===== config.mk =====
export PLATFORM = sky130hd
export DESIGN_NAME = uart_rx_ctrl_module
export DESIGN_NICKNAME = d
export VERILOG_FILES = /design/src/rtl/uart_rx_ctrl_module_pkg.sv /design/src/rtl/uart_rx_ctrl_module_htl.sv /design/src/rtl/uart_rx_ctrl_module.sv
export SDC_FILE = /design/constraint.sdc
export NUM_CORES = 1
export LEC_CHECK = 0
export ABC_AREA = 1
export ABC_CLOCK_PERIOD_IN_PS = 2100
export CELL_PAD_IN_SITES_DETAIL_PLACEMENT = 1
export CELL_PAD_IN_SITES_GLOBAL_PLACEMENT = 2
export CORE_MARGIN = 1.5
export CORE_UTILIZATION = 30
export DETAILED_ROUTE_END_ITERATION = 8
export GPL_TIMING_DRIVEN = 0
export PLACE_DENSITY = 0.76
export SLEW_MARGIN = 20
export SYNTH_ARGS = -nofsm -noshare
export SYNTH_HDL_FRONTEND = slang
export SYNTH_SLANG_ARGS = --single-unit

===== constraint.sdc =====
create_clock -name CLK -period 2.1 [get_ports CLK]
set_input_delay 0.315 -clock CLK [delete_from_list [all_inputs] [get_ports CLK]]
set_output_delay 0.315 -clock CLK [all_outputs]
set_load 0.02 [all_outputs]

===== src/rtl/uart_rx_ctrl_module_pkg.sv =====
// uart_rx_ctrl_module_pkg: receiver state encoding and baud timing constants.
package uart_rx_ctrl_module_pkg;
  typedef enum logic [2:0] {IDLE, START, DATA, PARITY, STOP, BREAK} rx_state_e;
  localparam int DEF_CLK_FREQ = 50_000_000;
  localparam int DEF_BAUD = 115200;
  function automatic int bps_cnt(input int clk_freq, input int baud);
    return clk_freq / baud;
  endfunction
  function automatic int half_bit(input int bps);
    return bps / 2;
  endfunction
  localparam int DEF_BPS_CNT = bps_cnt(DEF_CLK_FREQ, DEF_BAUD);
  localparam int DEF_HALF_BIT = half_bit(DEF_BPS_CNT);
endpackage


===== src/rtl/uart_rx_ctrl_module_htl.sv =====
// HtL_detect_module: falling-edge detector on an already synchronised line.
module HtL_detect_module (
  input  logic CLK,
  input  logic RSTn,
  input  logic sig_i,
  output logic h2l_o
);
  logic f1_q, f2_q;
  always_ff @(posedge CLK or negedge RSTn) begin
    if (!RSTn) begin
      f1_q <= 1'b1;
      f2_q <= 1'b1;
    end else begin
      f1_q <= sig_i;
      f2_q <= f1_q;
    end
  end
  assign h2l_o = f2_q & ~f1_q;
endmodule


===== src/rtl/uart_rx_ctrl_module.sv =====
// uart_rx_ctrl_module: UART frame receiver with optional parity and framing/break handling.
module uart_rx_ctrl_module
  import uart_rx_ctrl_module_pkg::*;
#(
  parameter int CLK_FREQ = DEF_CLK_FREQ,
  parameter int BAUD = DEF_BAUD,
  parameter int DATA_BITS = 8,
  parameter int PARITY_EN = 0,
  parameter int PARITY_ODD = 0
) (
  input  logic                 CLK,
  input  logic                 RSTn,
  input  logic                 Rx_Pin_In,
  input  logic                 Rx_En,
  output logic [DATA_BITS-1:0] Rx_Data,
  output logic                 Rx_Done,
  output logic                 Rx_Err,
  output logic                 Rx_Busy
);
  localparam int BPS = bps_cnt(CLK_FREQ, BAUD);
  localparam int HALF = half_bit(BPS);
  localparam int CW = $clog2(BPS);
  localparam int BW = $clog2(DATA_BITS);
  rx_state_e state_q, state_d;
  logic [1:0] sync_q;
  logic [CW-1:0] cnt_q, cnt_d;
  logic [BW-1:0] bit_q, bit_d;
  logic [DATA_BITS-1:0] shift_q, shift_d, data_q, data_d;
  logic par_err_q, par_err_d, done_q, done_d, err_q, err_d;
  logic h2l, line, mid;
  HtL_detect_module u_htl (
    .CLK  (CLK),
    .RSTn (RSTn),
    .sig_i(sync_q[1]),
    .h2l_o(h2l)
  );
  assign line = sync_q[1];
  assign mid = cnt_q == CW'(HALF);
  always_comb begin
    state_d = state_q;
    cnt_d = (state_q == IDLE || state_q == BREAK) ? '0 : (cnt_q == CW'(BPS - 1) ? '0 : cnt_q + 1'b1);
    bit_d = bit_q;
    shift_d = shift_q;
    par_err_d = par_err_q;
    data_d = data_q;
    done_d = 1'b0;
    err_d = 1'b0;
    if (state_q != IDLE && !Rx_En) begin
      state_d = IDLE;
      cnt_d = '0;
      bit_d = '0;
    end else begin
      case (state_q)
        IDLE: if (h2l && Rx_En) begin
          state_d = START;
          cnt_d = '0;
          bit_d = '0;
          par_err_d = 1'b0;
        end
        START: if (mid) state_d = line ? IDLE : DATA;
        DATA: if (mid) begin
          shift_d = {line, shift_q[DATA_BITS-1:1]};
          bit_d = bit_q + 1'b1;
          if (bit_q == BW'(DATA_BITS - 1)) begin
            bit_d = '0;
            state_d = (PARITY_EN != 0) ? PARITY : STOP;
          end
        end
        PARITY: if (mid) begin
          par_err_d = line != (^shift_q ^ (PARITY_ODD != 0));
          state_d = STOP;
        end
        // A low stop bit is a break or framing fault: wait for the line to recover.
        STOP: if (mid) begin
          if (!line) begin
            err_d = 1'b1;
            state_d = BREAK;
          end else if (par_err_q) begin
            err_d = 1'b1;
            state_d = IDLE;
          end else begin
            data_d = shift_q;
            done_d = 1'b1;
            state_d = IDLE;
          end
        end
        BREAK: if (line) state_d = IDLE;
        default: state_d = IDLE;
      endcase
    end
  end
  always_ff @(posedge CLK or negedge RSTn) begin
    if (!RSTn) begin
      state_q <= IDLE;
      sync_q <= 2'b11;
      cnt_q <= '0;
      bit_q <= '0;
      shift_q <= '0;
      par_err_q <= 1'b0;
      data_q <= '0;
      done_q <= 1'b0;
      err_q <= 1'b0;
    end else begin
      state_q <= state_d;
      sync_q <= {sync_q[0], Rx_Pin_In};
      cnt_q <= cnt_d;
      bit_q <= bit_d;
      shift_q <= shift_d;
      par_err_q <= par_err_d;
      data_q <= data_d;
      done_q <= done_d;
      err_q <= err_d;
    end
  end
  assign Rx_Data = data_q;
  assign Rx_Done = done_q;
  assign Rx_Err = err_q;
  assign Rx_Busy = state_q != IDLE;
endmodule

== Word level (Yosys, flattened, before mapping) ==
Index checks and enable logic that the tools add are counted.

* Register bits: 38
* Bits of input ports: 4
* Output and inout bits: 11
* Word-level logic and storage cells: 83

* $add $sub $neg: 2
* Eq/ne operators: 18
* Mux-type cells: 34
* Bitwise logic cells: 4
* Reductions and logical operators: 14

{| class="wikitable"
|+ Operators with widths
! operator !! count
|-
| two-way mux 9 bit || 5
|-
| two-way mux 3 bit || 13
|-
| case mux 3 bit (6 select lines) || 1
|-
| inequality test 3 bit (second input constant) || 5
|-
| two-way mux 1 bit || 12
|-
| adder 9 x 1 -> 9 bit (second input constant) || 1
|-
| equality test 3 bit (second input constant) || 3
|-
| equality test 9 x 8 -> 1 bit (second input constant) || 1
|-
| equality test 9 bit (second input constant) || 1
|-
| XOR reduction 8 bit || 1
|-
| AND reduction 7 bit || 1
|-
| equality test 3 x 2 -> 1 bit (second input constant) || 2
|-
| case mux 3 bit (2 select lines) || 1
|-
| AND reduction 3 bit || 2
|-
| nonzero test 3 bit || 2
|-
| AND reduction 5 bit || 1
|-
| AND reduction 4 bit || 1
|-
| adder 3 x 1 -> 3 bit (second input constant) || 1
|-
| equality test 3 x 1 -> 1 bit (second input constant) || 1
|-
| logical NOT 3 bit || 1
|-
| inequality test 3 x 1 -> 1 bit (second input constant) || 1
|-
| inequality test 3 x 2 -> 1 bit (second input constant) || 1
|-
| NOT 1 bit || 3
|-
| logical AND 1 bit || 2
|-
| 9 further kinds || 9
|}

== Depth between registers and ports, before layout ==
Gate-level depths: netlist of the first run.

* Word-level depth: 6
* Depth in mapped cells: 10
* Gate-level depth less buffers: 10

== Modules after synthesis ==
Synthesis of the first run repeated with hierarchy kept, for this count alone.

* Cell total of the unflattened synthesis: 245
* Area, all modules: 2028.2 um^2

{| class="wikitable"
|+ By module, submodules not included
! module !! instances !! cells an instance !! area an instance (um^2) !! sequential area each (um^2)
|-
| uart_rx_ctrl_module || 1 || 241 || 1965.6 || 903.4
|-
| HtL_detect_module || 1 || 4 || 62.6 || 52.6
|}

== Least setup slack after synthesis of the first run ==
No wires, ideal clock.

* Path kind: register to register
* Start: register cnt_q[1]
* End: register shift_q[4]
* Library setup time: 0.127 ns
* Arrival: 1.331 ns
* Required time: 1.973 ns
* Setup slack: 0.643 ns
* Cell stages (with the launch flop): 9
* Path buffers: 1
* Clock period less this slack: 1.457 ns
* Path through: dfrtp_1 > inv_1 > ha_1 > nand2_1 > nor3_2 > nand2_2 > nor3_4 > buf_6 > o21ai_0

* Longest elaborated chain between the ends: 2

{| class="wikitable"
|+ RTL lines
! what !! line !! source
|-
| start, declared || uart_rx_ctrl_module.sv:26 || <nowiki>logic [CW-1:0] cnt_q, cnt_d;</nowiki>
|-
| start signal, assigned || uart_rx_ctrl_module.sv:106 || <nowiki>cnt_q <= cnt_d;</nowiki>
|-
| equality test 9 x 8 -> 1 bit || uart_rx_ctrl_module.sv:38 || <nowiki>assign mid = cnt_q == CW'(HALF);</nowiki>
|-
| AND reduction 3 bit (no line) || - ||
|-
| end signal, assigned || uart_rx_ctrl_module.sv:108 || <nowiki>shift_q <= shift_d;</nowiki>
|-
| end, declared || uart_rx_ctrl_module.sv:28 || <nowiki>logic [DATA_BITS-1:0] shift_q, shift_d, data_q, data_d;</nowiki>
|}

No other way between the ends.
A chain may end at the register's enable or synchronous reset.

== Worst setup path in the final report of the first run ==
* Start: register state_q[2]
* End: output port Rx_Busy

* Longest elaborated chain between the ends: 1

{| class="wikitable"
|+ RTL lines
! what !! line !! source
|-
| start, declared || uart_rx_ctrl_module.sv:24 || <nowiki>rx_state_e state_q, state_d;</nowiki>
|-
| start signal, assigned || uart_rx_ctrl_module.sv:104 || <nowiki>state_q <= state_d;</nowiki>
|-
| nonzero test 3 bit || uart_rx_ctrl_module.sv:118 || <nowiki>assign Rx_Busy = state_q != IDLE;</nowiki>
|-
| end, declared || uart_rx_ctrl_module.sv:18 || <nowiki>output logic Rx_Busy</nowiki>
|}

No other way between the ends.

==> results of run 1 <==
==> sequential cells by signal (all words and copies together) (netlist names) <==
register and count:
shift_q 8, Rx_Data 8, state_q 3, u_htl.f2_q 1
Rx_Done 1, Rx_Err 1, par_err_q 1, sync_q 2
bit_q 3, cnt_q 9, u_htl.f1_q 1
==> logic make-up (layout without fill, tap and decap cells) <==
group / Yosys count / in the layout / share of synthesized area [%]
compound gates: 26 / 26 / 7.20
xor+xnor: 6 / 6 / 2.72
fa+ha+maj: 4 / 4 / 2.59
buf+inv: 31 / 55 / 6.94
flops: 38 / 38 / 49.5
simple gates: 127 / 127 / 31.0
==> power by group through the flow <==
| stage | Sequential [mW] | Clock, mW | Combinational, mW |
|---|---|---|---|
| 4_1_cts | 0.846 | 0.789 | 0.554 |
| 6_report | 0.845 | 0.763 | 0.544 |
| 3_3_place_gp | 0.860 | 0 | 0.545 |
| 3_5_place_dp | 0.861 | 0 | 0.551 |
| 2_1_floorplan | 0.845 | 0 | 0.401 |
| 5_1_grt | 0.855 | 0.824 | 0.625 |
==> through the flow <==
| stage | setup TNS, ps | worst slack [ps] | instances | hold WS, ps |
|---|---|---|---|---|
| 2_1_floorplan | 0 | 643 | 232 | 19.4 |
| 3_3_place_gp | -10890 | -323 | 323 | 349 |
| 3_5_place_dp | 0 | 148 | 324 | 235 |
| 4_1_cts | 0 | 256 | 333 | 367 |
| 5_1_grt | 0 | 110 | 333 | 376 |
| 6_report | 0 | 259 | 333 | 367 |
==> metal layers <==
layer,wire (microns),GRT usage (%),part of all wire (%),up-vias
li1,-,-,-,778
met1,2180,19.3,52,717
met2,1900,21.8,45,16
met3,103,2.39,2.5,2
met4,19,2.73,0.45,0
met5,0,0,0,-
==> critical path: stages (launching register included) <==
cell and delay (ps):
dfrtp_1 440, inv_2 100, nand2_4 110, clkdlybuf4s50_1 600
==> synthesized netlist by cell type <==
master / n
nor3_4: 1
nand3_4: 1
xnor2_1: 1
ha_1: 4
nor2_1: 18
buf_6: 2
inv_4: 1
nor4_1: 1
nand2_2: 4
nand4_1: 1
a21oi_1: 4
inv_1: 24
nand2_1: 70
or2_2: 2
a31oi_1: 1
o21ai_0: 11
nor2_4: 1
nand3b_1: 1
nand2_4: 2
dfstp_2: 4
nor3_1: 6
o21ai_1: 8
xor2_1: 5
nor3b_1: 1
inv_2: 4
dfrtp_1: 34
nand3_1: 15
nor3_2: 2
nand3_2: 1
o21ai_2: 2
==> final timing paths <==
check                           startpoint         end  slack, ps  cells after the start
min in group asynchronous             RSTn    bit_q[0]        460                      2
worst max-delay path            state_q[2]     Rx_Busy        260                      3
worst max register to register    cnt_q[1]  shift_q[4]        360                      8
worst min register to register   sync_q[0]   sync_q[1]        370                      0
max in group asynchronous             RSTn   sync_q[1]       1120                      3
worst min-delay path             sync_q[0]   sync_q[1]        370                      0
==> cell type report <==
cell class	count	area, sq um
flip-flops and latches	38	956
repair buffers	16	165
multi-input cells	163	840
plain buffers	2	22.5
well taps	77	96.3
clock buffers	6	82.6
clock inverters	2	60.1
fillers	768	3940
inverters	29	111
==> layout by cell type, fill, tap and decap left out, types with 2 or more instances in the layout <==
cell,instances
a21oi_1,4
buf_6,2
bufinv_16,2
clkbuf_8,6
clkdlybuf4s50_1,13
dfrtp_1,34
dfstp_2,4
ha_1,4
inv_1,24
inv_2,4
nand2_1,70
nand2_2,4
nand2_4,2
nand3_1,15
nor2_1,18
nor3_1,6
nor3_2,2
o21ai_0,11
o21ai_1,8
o21ai_2,2
or2_2,2
xor2_1,5
==> what timing repair did <==
item                                   4_1_cts  5_1_grt
hold buffers                                 1        0
resized for setup                            0        0
endpoints found under the hold margin       10        0
==> results.md, run 1 <==
- Area growth, synth to finish: 20.9%
- Vias in the first global route: 1,636
- Synthesized area per cell: roughly 8.3 sq um
- Power density over cell area: around 900 nW/um^2
- Outcome: completed
- Max VDD drop: around 0.63 mV
- Largest net degree at the start of global routing: 28
- Syn nets: between 200 and 250
- Worst setup EP type: output port
- Slew at the pin closest to its max-slew limit: 406 ps
- Total number of vias: 1,513
- Critical Path Source Type: flop
- CTS HTree Levels: 2
- Port Buffer Count: 14
- Final setup fails: 0
- Max_cap viols: 0
- Clk pwr share: 35.5%
- Final worst path period need: ~1800 ps
- IO Count: 15
- Worst Path Arrival: between 1500 and 2000 ps
- Synth top area share: 44.1%
- First-pass GRT wire length: roughly 7.6 mm
- Rows: 29
- Post-Syn Area: 1930 sq um
- Seq pwr share: between 30% and 40%
- Final WL: between 4 and 5 mm
- GRT Total Usage: between 10% and 20%
- Seq/Total Area, Yosys: approximately 50%
- # DRC: 0
- GR Overflow Total: 0
- Max Clock Skew: between 5 and 6 ps
- Clock Tree Buf Depth: 2
- Final hold vios: 0
- Achievable frequency: about 540 MHz
- DR pass1 iterations: 3
- Die Ht: 83.2 microns
- Cell variety after synth: 30
- Via density: 4.54
- Antenna violations before repair: 0
- Number of buffers created by CTS: 5
- Synthesized instance count: around 230
- Switching pwr: 0.684 mW
- # diodes: 0
- Root Driver: clkbuf_8
- Yosys Warn Count: 0
- Sink Count: 38
- Worst slew margin: between 70% and 80%
- Max Slew Vio Count: 0
- Die W: around 83 microns
- Full die area: 6920 sq um
- Critical path class: flop to output port
- Starting Density: between 30% and 40%
- Fin util: 37.2%
- Net switching fraction of the power: between 30% and 40%
- Total power: 2.15 mW
- Post-route ant nets: 0
- Total core area: 6280 sq um
- CTS tree: built
- Final nets: 263
- Logic gate share of total power: about a quarter
- DR WL/cell: 12.6 microns
- Detailed placement HPWL: ~3.2 mm
- Final instance area: between 2000 and 2500 sq um
- DP Area: between 2000 and 2500 sq um
- Top cells by area, synth: dfrtp_1 (44%), nand2_1 (14%), dfstp_2 (5.4%), inv_1 (4.7%), nand3_1 (3.9%)
- Final period utilization: between 80% and 90%
- Critical path required time: between 1500 and 2000 ps
- Worst-Skew Late Latency: roughly 280 ps
- Cell taking the most area after synthesis: dfrtp_1
- Postcts setup bufs: 0
- 1st-iter DRT viols: 25
- Layout cells sized above 1: 14.5%
- Leak Pwr: approximately 1.1 nW
- Clock-pin slew on the worst setup and hold paths: ~80 ps
- Internal power: 1.47 mW
- Critical-path maximum fanout: 5
- RSZ-0062 raised after global routing: false
- Register bit total from synthesis: 38
- Hold Crit Class: flop to flop
- Final Wtd Congestion: 0.815
(Power assumes the default switching activity.)
==> inputs of run 2 (changes only) <==
--- a/config.mk
+++ b/config.mk
@@ -12,8 +12,9 @@
 export CORE_MARGIN = 1.5
 export CORE_UTILIZATION = 30
 export DETAILED_ROUTE_END_ITERATION = 8
+export DONT_BUFFER_PORTS = 1
 export GPL_TIMING_DRIVEN = 0
-export PLACE_DENSITY = 0.76
+export PLACE_DENSITY = 0.71
 export SLEW_MARGIN = 20
 export SYNTH_ARGS = -nofsm -noshare
 export SYNTH_HDL_FRONTEND = slang
==> run 2 against run 1 <==
- wire length is 2.0% higher
- worst setup slack better by 84 ps
- sequential share of layout area is 3.8 points higher
- utilization is 3.1 points lower
- worst hold slack worse by 330 ps
- via count is 1.7% lower
- cell count is 4.2% lower
- flip-flop and latch count stayed put
- sequential power hardly changed
- highest routed layer unchanged
- combinational power is 5.3% lower
==> results.md, run 2 (synthesis gave the netlist of run 1 again) <==
- Crit path buffers/inverters: 2 (unchanged)
- Hold WS: 35.4 ps (-331 ps)
- RSZ-0062 raised after global routing: false
- Layout cells sized above 1: 13.6% (-0.82 points)
- Clock-pin slew on the worst setup and hold paths: 60 ps (-20 ps)
- GR Overflow Total: 0 (unchanged)
- Total power: 1.83 mW (-15%)
- Placed cells: 309 (-4.6%)
- Starting Density: 30.7% (unchanged)
- Critical path class: flop to flop
- Clock Tree Buf Depth: 2 (unchanged)
- Most frequent cells in the layout: nand2_1 (70), dfrtp_1 (34), inv_1 (24), nor2_1 (18), nand3_1 (15)
- Final setup fails: 0 (unchanged)
- Leak Pwr: 0.989 nW (-7.6%)
- Place WS: 310 ps (+162 ps)
- CTS-repair resized insts: 0 (unchanged)
- Critical path required time: 2250 ps (+470 ps)
- Storage element area: 956 sq um (unchanged)
- CP Depth: 8 (+5)
- Cells along the critical path: inv_1, ha_1, nand2_1, nor3_2, nand2_2, nor3_4, buf_6, o21ai_0
- Achievable frequency: 569 MHz (+4.8%)
- Max_cap viols: 0 (unchanged)
- Final WL: 4.28 mm (+2.0%)
- Number of buffers created by CTS: 5 (unchanged)
- DR WL/cell: 13.4 microns (+6.5%)
- CTS HTree Levels: 2 (unchanged)
- Final hold vios: 0 (unchanged)
- Area growth, synth to finish: 10.7%
- Slowest stage delay, CP: 390 ps (-210 ps)
- Multi-input logic area: 840 sq um (unchanged)
- Slowest stage cell, crit path: dfrtp_1
- Register-to-Register Path Depth: 8 (unchanged)
- Total number of vias: 1,488 (-1.7%)
- Die Ht: 83.2 microns (unchanged)
- Commonest non-fill, non-tap cell in the layout: nand2_1
- Full die area: 6920 sq um (unchanged)
- Port Buffer Count: 0 (-14)
- # DRC: 0 (unchanged)
- DR pass1 iterations: 5 (+2)
- Final period utilization: 83.7% (-4.0 points)
- Fin util: 34.0% (-3.1 points)
- Detailed placement HPWL: 3.14 mm (-2.9%)
- Root Driver: clkbuf_8
- Post-route ant nets: 0 (unchanged)
- Max Clock Skew: 10.1 ps (+4.80 ps)
- Rows: 29 (unchanged)
- Vias in the first global route: 1,636 (unchanged)
- Final instance area: 2140 sq um (-8.5%)
- R2R Setup Slk: 340 ps (-20 ps)
- DP Area: 2030 sq um (-7.1%)
- Reg with most FFs: cnt_q
- 1st-iter DRT viols: 61 (+140%)
- Power density over cell area: 857 nW/um^2 (-7.2%)
- Number of fill cells in the layout: 739 (-3.8%)
- Critical-path maximum fanout: 10 (+5)
- Top delay family on crit path: simple AND/OR/NAND/NOR gates
- Worst Path Arrival: 1910 ps (+380 ps)
- Worst setup EP type: flop
- IO Count: 15 (unchanged)
- Worst setup margin: 342 ps (+83.5 ps)
- Max Slew Vio Count: 0 (unchanged)
- Setup crit start: cnt_q[1]
- Die W: 83.2 microns (unchanged)
- Via density: 4.66 (+2.7%)
- First-pass GRT wire length: 7.79 mm (+2.0%)
- Max VDD drop: 0.516 mV (-18%)
- Final nets: 249 (-5.3%)
- Sink Count: 38 (unchanged)
- Final Wtd Congestion: 0.771 (-5.5%)
- Max reg flops: 9 (unchanged)
- # diodes: 0 (unchanged)
- Worst slew margin: 72.8% (about the same)
- Hold Crit Class: input pin to flop
- Final worst path period need: 1760 ps (-83.5 ps)
- Largest net degree at the start of global routing: 39 (+39%)
- Reg-to-reg startpoint: cnt_q[1]
- Setup TNS: 0 ps (unchanged)
- GRT Total Usage: 14.0% (+0.40 points)
- Non-Filler Instances: 319 (-4.2%)
- Critical Path End: shift_q[0]
- Antenna violations before repair: 0 (unchanged)
- Critical Path Source Type: flop
- Worst-Skew Late Latency: 280 ps (about the same)
- Total core area: 6280 sq um (unchanged)
- Outcome: completed
- CTS tree: built
- RR Endpoint: shift_q[0]
- Slew at the pin closest to its max-slew limit: 405 ps (-1.04 ps)
-- run 2: metal layers --
metal / track usage (%) / up-vias / share of wire (%)
li1: - / 754 / -
met1: 19.1 / 712 / 50
met2: 22.7 / 20 / 47
met3: 3.08 / 2 / 3.3
met4: 3.18 / 0 / 0.35
met5: 0 / - / 0
-- run 2: worst min path at each step --
| stage | slack, ps | end | depth (start not counted) | start |
|---|---|---|---|---|
| after floorplan | 20 | Rx_Data[0] | 0 | RSTn |
| after global placement | 20 | state_q[2] | 0 | RSTn |
| after global routing | 8 | sync_q[0] | 0 | Rx_Pin_In |
| after detailed placement | 20 | state_q[2] | 0 | RSTn |
| after CTS | 20 | sync_q[0] | 0 | Rx_Pin_In |
| final | 40 | sync_q[0] | 0 | Rx_Pin_In |
-- run 2: worst reg2reg max path: stages (launching register included) --
cell	delay (ps)
dfrtp_1	390
inv_1	60
ha_1	130
nand2_1	60
nor3_2	190
nand2_2	170
nor3_4	340
buf_6	210
o21ai_0	80
-- run 2: layout make-up --
type / instances / area share (%)
Buffer: 2 / 1.05
Clock buffer: 8 / 3.75
Inverter: 29 / 5.21
Multi-Input combinational cell: 163 / 39.3
Sequential cell: 38 / 44.8
Tap cell: 77 / 4.51
Timing Repair Buffer: 2 / 1.41
-- run 2: report_power, final --
part | total [mW] | switching [mW] | internal [mW]
Clock | 0.472 | 0.236 | 0.236
Combinational | 0.515 | 0.364 | 0.151
Sequential | 0.843 | 0.0596 | 0.784
-- run 2: repair_timing --
| item | 4_1_cts | 5_1_grt |
|---|---|---|
| hold buffers | 2 | 0 |
| endpoints found under the setup margin | 0 | 0 |
| buffers inserted | 0 | 0 |
| endpoints found under the hold margin | 38 | 0 |
